`src/rtl/dcache_data_arb.sv`:
```
// Arbiter/sequencer for the single port of the 4-way D-cache data array.
// Shares the port between CPU accesses, 4-beat refill write bursts and
// 4-beat writeback read bursts, and routes each read response (one cycle
// later) back to the requester that issued the read.
module dcache_data_arb (
  input  logic        clock,
  input  logic        reset,
  // CPU port
  input  logic        io_cpu_req_valid,
  output logic        io_cpu_req_ready,
  input  logic [11:0] io_cpu_req_bits_addr,
  input  logic        io_cpu_req_bits_write,
  input  logic [31:0] io_cpu_req_bits_wdata,
  input  logic [3:0]  io_cpu_req_bits_mask,
  input  logic [3:0]  io_cpu_req_bits_way_en,
  output logic        io_cpu_resp_valid,
  output logic [31:0] io_cpu_resp_0,
  output logic [31:0] io_cpu_resp_1,
  output logic [31:0] io_cpu_resp_2,
  output logic [31:0] io_cpu_resp_3,
  // Refill port
  input  logic        io_refill_valid,
  output logic        io_refill_ready,
  input  logic [7:0]  io_refill_bits_line,
  input  logic [3:0]  io_refill_bits_way_en,
  input  logic [31:0] io_refill_bits_data,
  output logic        io_refill_done,
  // Writeback port
  input  logic        io_wb_req_valid,
  output logic        io_wb_req_ready,
  input  logic [7:0]  io_wb_req_bits_line,
  input  logic [3:0]  io_wb_req_bits_way_en,
  output logic        io_wb_data_valid,
  output logic [31:0] io_wb_data,
  output logic [1:0]  io_wb_beat,
  // Data array port
  output logic        io_array_req_valid,
  output logic [11:0] io_array_req_bits_addr,
  output logic        io_array_req_bits_write,
  output logic [31:0] io_array_req_bits_wdata,
  output logic [3:0]  io_array_req_bits_eccMask,
  output logic [3:0]  io_array_req_bits_way_en,
  input  logic [31:0] io_array_resp_0,
  input  logic [31:0] io_array_resp_1,
  input  logic [31:0] io_array_resp_2,
  input  logic [31:0] io_array_resp_3
);

  typedef enum logic [1:0] {StIdle, StRefill, StWb} state_e;
  typedef enum logic [1:0] {OwnNone, OwnCpu, OwnWb} owner_e;

  state_e      state_q, state_d;
  logic [1:0]  cnt_q, cnt_d;
  logic [7:0]  line_q, line_d;
  logic [3:0]  way_q, way_d;
  logic        starve_q, starve_d;
  owner_e      owner_q, owner_d;
  logic [3:0]  wb_way_q, wb_way_d;
  logic [1:0]  beat_q, beat_d;

  logic        cpu_wins;
  logic [31:0] wb_word;

  // CPU beats refill/wb only when it was starved by the previous burst,
  // or when nobody else is asking.
  assign cpu_wins = io_cpu_req_valid &
                    (starve_q | (~io_refill_valid & ~io_wb_req_valid));

  // Grant, burst sequencing and array request generation.
  always_comb begin
    state_d   = state_q;
    cnt_d     = cnt_q;
    line_d    = line_q;
    way_d     = way_q;
    starve_d  = starve_q;
    owner_d   = OwnNone;
    wb_way_d  = wb_way_q;
    beat_d    = beat_q;

    io_cpu_req_ready          = 1'b0;
    io_refill_ready           = 1'b0;
    io_refill_done            = 1'b0;
    io_wb_req_ready           = 1'b0;
    io_array_req_valid        = 1'b0;
    io_array_req_bits_addr    = '0;
    io_array_req_bits_write   = 1'b0;
    io_array_req_bits_wdata   = '0;
    io_array_req_bits_eccMask = '0;
    io_array_req_bits_way_en  = '0;

    if (!reset) begin
      unique case (state_q)
        StIdle: begin
          if (cpu_wins) begin
            io_cpu_req_ready          = 1'b1;
            io_array_req_valid        = 1'b1;
            io_array_req_bits_addr    = io_cpu_req_bits_addr;
            io_array_req_bits_write   = io_cpu_req_bits_write;
            io_array_req_bits_wdata   = io_cpu_req_bits_wdata;
            io_array_req_bits_eccMask = io_cpu_req_bits_mask;
            io_array_req_bits_way_en  = io_cpu_req_bits_way_en;
            owner_d  = io_cpu_req_bits_write ? OwnNone : OwnCpu;
            starve_d = 1'b0;
          end else if (io_refill_valid) begin
            io_refill_ready           = 1'b1;
            io_array_req_valid        = 1'b1;
            io_array_req_bits_addr    = {io_refill_bits_line, 2'b00, 2'b00};
            io_array_req_bits_write   = 1'b1;
            io_array_req_bits_wdata   = io_refill_bits_data;
            io_array_req_bits_eccMask = 4'hF;
            io_array_req_bits_way_en  = io_refill_bits_way_en;
            line_d  = io_refill_bits_line;
            way_d   = io_refill_bits_way_en;
            cnt_d   = 2'd1;
            state_d = StRefill;
          end else if (io_wb_req_valid) begin
            io_wb_req_ready           = 1'b1;
            io_array_req_valid        = 1'b1;
            io_array_req_bits_addr    = {io_wb_req_bits_line, 2'b00, 2'b00};
            io_array_req_bits_way_en  = io_wb_req_bits_way_en;
            line_d   = io_wb_req_bits_line;
            way_d    = io_wb_req_bits_way_en;
            wb_way_d = io_wb_req_bits_way_en;
            owner_d  = OwnWb;
            beat_d   = 2'd0;
            cnt_d    = 2'd1;
            state_d  = StWb;
          end
          if (!io_cpu_req_valid) starve_d = 1'b0;
        end

        StRefill: begin
          io_refill_ready = 1'b1;
          if (io_refill_valid) begin
            io_array_req_valid        = 1'b1;
            io_array_req_bits_addr    = {line_q, cnt_q, 2'b00};
            io_array_req_bits_write   = 1'b1;
            io_array_req_bits_wdata   = io_refill_bits_data;
            io_array_req_bits_eccMask = 4'hF;
            io_array_req_bits_way_en  = way_q;
            cnt_d = cnt_q + 2'd1;
            if (cnt_q == 2'd3) begin
              io_refill_done = 1'b1;
              starve_d       = 1'b1;
              state_d        = StIdle;
            end
          end
        end

        StWb: begin
          // Reads stream back-to-back; the wb consumer cannot stall.
          io_array_req_valid       = 1'b1;
          io_array_req_bits_addr   = {line_q, cnt_q, 2'b00};
          io_array_req_bits_way_en = way_q;
          owner_d = OwnWb;
          beat_d  = cnt_q;
          cnt_d   = cnt_q + 2'd1;
          if (cnt_q == 2'd3) begin
            starve_d = 1'b1;
            state_d  = StIdle;
          end
        end

        default: state_d = StIdle;
      endcase
    end
  end

  // Burst context, starve flag and read-owner tracking.
  always_ff @(posedge clock) begin
    if (reset) begin
      state_q  <= StIdle;
      cnt_q    <= 2'd0;
      line_q   <= 8'd0;
      way_q    <= 4'd0;
      starve_q <= 1'b0;
      owner_q  <= OwnNone;
      wb_way_q <= 4'd0;
      beat_q   <= 2'd0;
    end else begin
      state_q  <= state_d;
      cnt_q    <= cnt_d;
      line_q   <= line_d;
      way_q    <= way_d;
      starve_q <= starve_d;
      owner_q  <= owner_d;
      wb_way_q <= wb_way_d;
      beat_q   <= beat_d;
    end
  end

  // Select the word of the latched writeback way (way_en is one-hot).
  always_comb begin
    wb_word = '0;
    if (wb_way_q[0]) wb_word = wb_word | io_array_resp_0;
    if (wb_way_q[1]) wb_word = wb_word | io_array_resp_1;
    if (wb_way_q[2]) wb_word = wb_word | io_array_resp_2;
    if (wb_way_q[3]) wb_word = wb_word | io_array_resp_3;
  end

  assign io_cpu_resp_valid = (owner_q == OwnCpu) & ~reset;
  assign io_cpu_resp_0     = io_array_resp_0;
  assign io_cpu_resp_1     = io_array_resp_1;
  assign io_cpu_resp_2     = io_array_resp_2;
  assign io_cpu_resp_3     = io_array_resp_3;
  assign io_wb_data_valid  = (owner_q == OwnWb) & ~reset;
  assign io_wb_data        = wb_word;
  assign io_wb_beat        = beat_q;

endmodule

```
`config.mk`:
```
export PLATFORM = sky130hd
export DESIGN_NAME = dcache_data_arb
export DESIGN_NICKNAME = d
export VERILOG_FILES = /design/src/rtl/dcache_data_arb.sv
export SDC_FILE = /design/constraint.sdc
export NUM_CORES = 1
export LEC_CHECK = 0
export BUFFER_PORTS_ARGS = -buffer_cell sky130_fd_sc_hd__clkbuf_2
export CELL_PAD_IN_SITES_DETAIL_PLACEMENT = 1
export CELL_PAD_IN_SITES_GLOBAL_PLACEMENT = 2
export CORE_AREA = 2 2 180 182
export CTS_CLUSTER_DIAMETER = 150
export DETAILED_ROUTE_END_ITERATION = 8
export DIE_AREA = 0 0 182 184
export GPL_ROUTABILITY_DRIVEN = 0
export PLACE_DENSITY_LB_ADDON = 0.1
export SYNTH_ARGS = -nofsm -noshare
export SYNTH_HDL_FRONTEND = slang
export SYNTH_SLANG_ARGS = --single-unit
```
`constraint.sdc`:
```
create_clock -name clock -period 3.97 [get_ports clock]
set_input_delay 0.794 -clock clock [delete_from_list [all_inputs] [get_ports clock]]
set_output_delay 0.794 -clock clock [all_outputs]
set_load 0.02 [all_outputs]
```
==> out/summary.md <==
Timing
• **Final Hold Fails** 0
• **unrepaired setup endpoints after global routing** false
• **Slew Limit Headroom** 0.451
• **Worst Hold Slack** 0.467 ns
• **highest achievable clock rate** 309 MHz
• **final period utilization** 0.815
• **skew final** 0.00738 ns
• **worst-margin pin slew** 0.823 ns
• **aggregate negative setup slack** 0 ns
• **final-report max-slew violation count** 0
• **setup violators final** 0
• **final critical-path required period** 3.24 ns

Synth
• **multiplexer share of the synthesized area** 0.0354
• **count of warnings emitted by yosys** 0
• **synthesized-area fraction occupied by and/or/nand/nor cells** 0.138
• **Avg Synthesized Cell Area** 7.41 sq um
• **Synth Register Bits** 25
• **cell area after synthesis** 3680 sq um
• **main combinational cell family by area after synthesis** compound AO/OA/AOI/OAI gates
• **number of instances in the synthesized netlist** 496
• **Synth Area in XOR/XNOR** 0
• **EDFF count, synth** 0
• **compound-cell area share of the yosys netlist** 0.357
• **flip-flop cell with the highest count after synthesis** sky130_fd_sc_hd__dfxtp_1
• **library cell with the largest summed area after synthesis** sky130_fd_sc_hd__buf_4
• **net count after synthesis** 743
• **ys async rst share** 0
• **main area contributors after synthesis** sky130_fd_sc_hd__buf_4 (28%), sky130_fd_sc_hd__a22oi_1 (15%), sky130_fd_sc_hd__dfxtp_1 (14%)
• **distinct cell type count of the synthesized netlist** 51
• **share of the synthesized area in the top cell type** 0.276
• **Seq/Total Area, Yosys** 0.136
• **adder-cell share of the synthesized area** 0.0170

Detailed routing
• **Via density** 3.95
• **DRC viols** 0
• **top sig layer** met5
• **Iteration-0 DRC Markers** 153
• **sum of routed wire segments on met1** 9420 um
• **wire length on met3** 1370 um
• **wire length per cell** 19.3 um
• **met2 wire len** 12400 um
• **number of detailed-routing iterations run before antenna repair** 4
• **via count** 4778
• **final wirelength** 23300 um
• **ANT nets after route** 0

GRT
• **total global-route track usage** 0.126
• **first-pass GRT wire length** 32000 um
• **GR Overflow Total** 0
• **number of global-route vias before repair** 4926
• **maximum number of pins on one net before global-route repair** 38
• **initial antenna violation count** 2

Floorplanning
• **Die Outline Area** 33500 sq um
• **core area** 31400 sq um
• **chip height** 184 um
• **floorplan row count** 65
• **Top-Level Pins** 464
• **starting density of the core** 0.117
• **die span in x** 182 um

Power and ir drop
• **Power per Cell Area** 304 nW/um^2
• **total power** 1.67 mW
• **leakage power** 3.10 nW
• **peak ir drop on the vdd network** 0.000158 V

Placement
• **Final HPWL DP** 20300 um
• **port buffer count** 463

Critical path
• **Cell Chain, Critical Path** clkbuf_2 > o21bai_4 > nand2_2 > nor2_4 > buf_4 > a22o_1 > clkbuf_2
• **critical path capture point type** output port
• **most frequent CP cell** sky130_fd_sc_hd__clkbuf_2
• **Crit path largest cell delay** 0.36 ns
• **Worst EP arrival** 2.44 ns
• **worst reg2reg path depth** 7
• **CP required** 3.18 ns
• **startpoint types** input pin
• **WS Path Type** in -> out
• **master of the slowest instance on the critical path** sky130_fd_sc_hd__buf_4
• **highest net fanout along the worst path** 37

Clock network
• **clock root buffer** sky130_fd_sc_hd__clkbuf_16
• **worst-case clock buffer depth** 2
• **Clk Latency, worst-skew pair** 0.28 ns
• **Clock Pin Slew Worst Setup and Hold Paths** 0.08 ns
• **CTS tree** yes
• **clk sink count** 25
• **number of H-tree levels** 1
• **Post-CTS Setup Bufs** 0
• **count of hold-fix buffers inserted at cts** 0
• **number of buffers inserted during clock tree synthesis** 3
• **total of cells resized after clock tree synthesis** 0

Finish
• **count of fill cells added during filler insertion** 3934
• **Area Growth Syn to Fin** 49.4%
• **Antenna Diode Count** 0
• **area used by multi-input combinational logic** 2010 sq um
• **number of nets in the layout** 1056
• **sequential cell area** 504 sq um
• **share of post-route cells with drive strength above 1** 0.614

Hold path
• **class of the most critical hold timing path** reg -> reg
• **Worst Hold Depth** 2

Run status
• **status** finished, final reports clean

Flow run
• **reported max-cap violation count** 0

==> cells in the final DEF (no fill, tap or decap), types with 2 or more instances in the layout <==
master,n
sky130_fd_sc_hd__a21o_1,4
sky130_fd_sc_hd__nand3b_1,2
sky130_fd_sc_hd__nor3b_1,2
sky130_fd_sc_hd__o21ai_0,13
sky130_fd_sc_hd__mux2i_1,4
sky130_fd_sc_hd__nor3_1,2
sky130_fd_sc_hd__a21oi_1,31
sky130_fd_sc_hd__a311oi_1,5
sky130_fd_sc_hd__nand2_1,63
sky130_fd_sc_hd__buf_4,7
sky130_fd_sc_hd__nor2_1,14
sky130_fd_sc_hd__a22o_1,34
sky130_fd_sc_hd__and3_1,4
sky130_fd_sc_hd__inv_1,5
sky130_fd_sc_hd__dfxtp_1,22
sky130_fd_sc_hd__clkbuf_2,463
sky130_fd_sc_hd__nor2b_1,2
sky130_fd_sc_hd__o211a_1,4
sky130_fd_sc_hd__and2_1,2
sky130_fd_sc_hd__nand3_1,2
sky130_fd_sc_hd__ha_1,5
sky130_fd_sc_hd__dfxtp_2,3
sky130_fd_sc_hd__clkbuf_16,3
sky130_fd_sc_hd__mux2_2,8
sky130_fd_sc_hd__a22oi_1,72
sky130_fd_sc_hd__nand2b_1,6
==> critical path, delay by kind of cell <==
family                 cells  cell delay [ns]
AOI/OAI and AO/OA          2             0.54
buffers and inverters      3             0.82
and+or+nand+nor            2             0.26
==> flip-flops by register name, summed over array words and instances, names as in the netlist <==
register    flops
state_q         2
cnt_q           2
line_q          8
starve_q        1
owner_q         2
wb_way_q        4
way_q           4
io_wb_beat      2
==> synth_stat cells, types with 3 or more instances <==
library cell	n
sky130_fd_sc_hd__a22oi_1	72
sky130_fd_sc_hd__and3_1	4
sky130_fd_sc_hd__inv_1	5
sky130_fd_sc_hd__mux2_2	8
sky130_fd_sc_hd__ha_1	5
sky130_fd_sc_hd__a21o_1	4
sky130_fd_sc_hd__a22o_1	34
sky130_fd_sc_hd__nor2_1	14
sky130_fd_sc_hd__a311oi_1	5
sky130_fd_sc_hd__a21oi_1	31
sky130_fd_sc_hd__nand2b_1	6
sky130_fd_sc_hd__nand2_1	63
sky130_fd_sc_hd__o211a_1	4
sky130_fd_sc_hd__buf_4	135
sky130_fd_sc_hd__buf_2	4
sky130_fd_sc_hd__mux2i_1	4
sky130_fd_sc_hd__dfxtp_1	25
sky130_fd_sc_hd__o21ai_0	13
sky130_fd_sc_hd__buf_6	3
sky130_fd_sc_hd__clkbuf_1	20
==> cells by family after synthesis <==
family	count (synthesis)
AOI/OAI and AO/OA	177
adders and majority gates	5
buffers and inverters	168
DFF	25
muxes	12
and+or+nand+nor	109
==> per-stage QoR <==
stage / utilization / instances / worst slack, ns / area (sq um)
floorplan: - / 496 / 1.21 / 3680
global placement: 0.172 / 1206 / 0.806 / 5410
detailed placement: 0.172 / 1206 / 0.729 / 5410
CTS: 0.175 / 1210 / 0.735 / 5490
global route: 0.175 / 1210 / 0.603 / 5490
finish: 0.175 / 1210 / 0.733 / 5490
==> path summary, 6_finish.rpt <==
check / slack [ns] / startpoint / endpoint
setup reg to reg: 2.01 / state_q[0]$_SDFFE_PP0P_ / way_q[2]$_SDFFE_PP0P_
setup / recovery: 0.73 / io_refill_valid / io_array_req_bits_wdata[10]
hold reg to reg: 0.47 / line_q[3]$_SDFFE_PP0P_ / line_q[3]$_SDFFE_PP0P_
hold / removal: 0.47 / line_q[3]$_SDFFE_PP0P_ / line_q[3]$_SDFFE_PP0P_
==> area by class of cell <==
type	instances	share of cell area
inverters	6	0.00410
multi-input cells	303	0.366
clock buffers	3	0.0137
clock inverters	1	0.00137
well taps	402	0.0916
flip-flops and latches	25	0.0918
repair buffers	470	0.431
==> per-layer routing <==
layer,GRT usage,vias up
met5,0,-
li1,-,2306
met3,0.0234,10
met2,0.239,200
met1,0.151,2258
met4,0.0103,4
==> where the power goes <==
part           total, mW  switching (mW)  internal (mW)
Clock              0.251           0.113          0.138
Combinational       1.07           0.687          0.382
Sequential         0.349          0.0583          0.291
Total               1.67           0.859          0.810
Power figures use the tool's default switching activity.
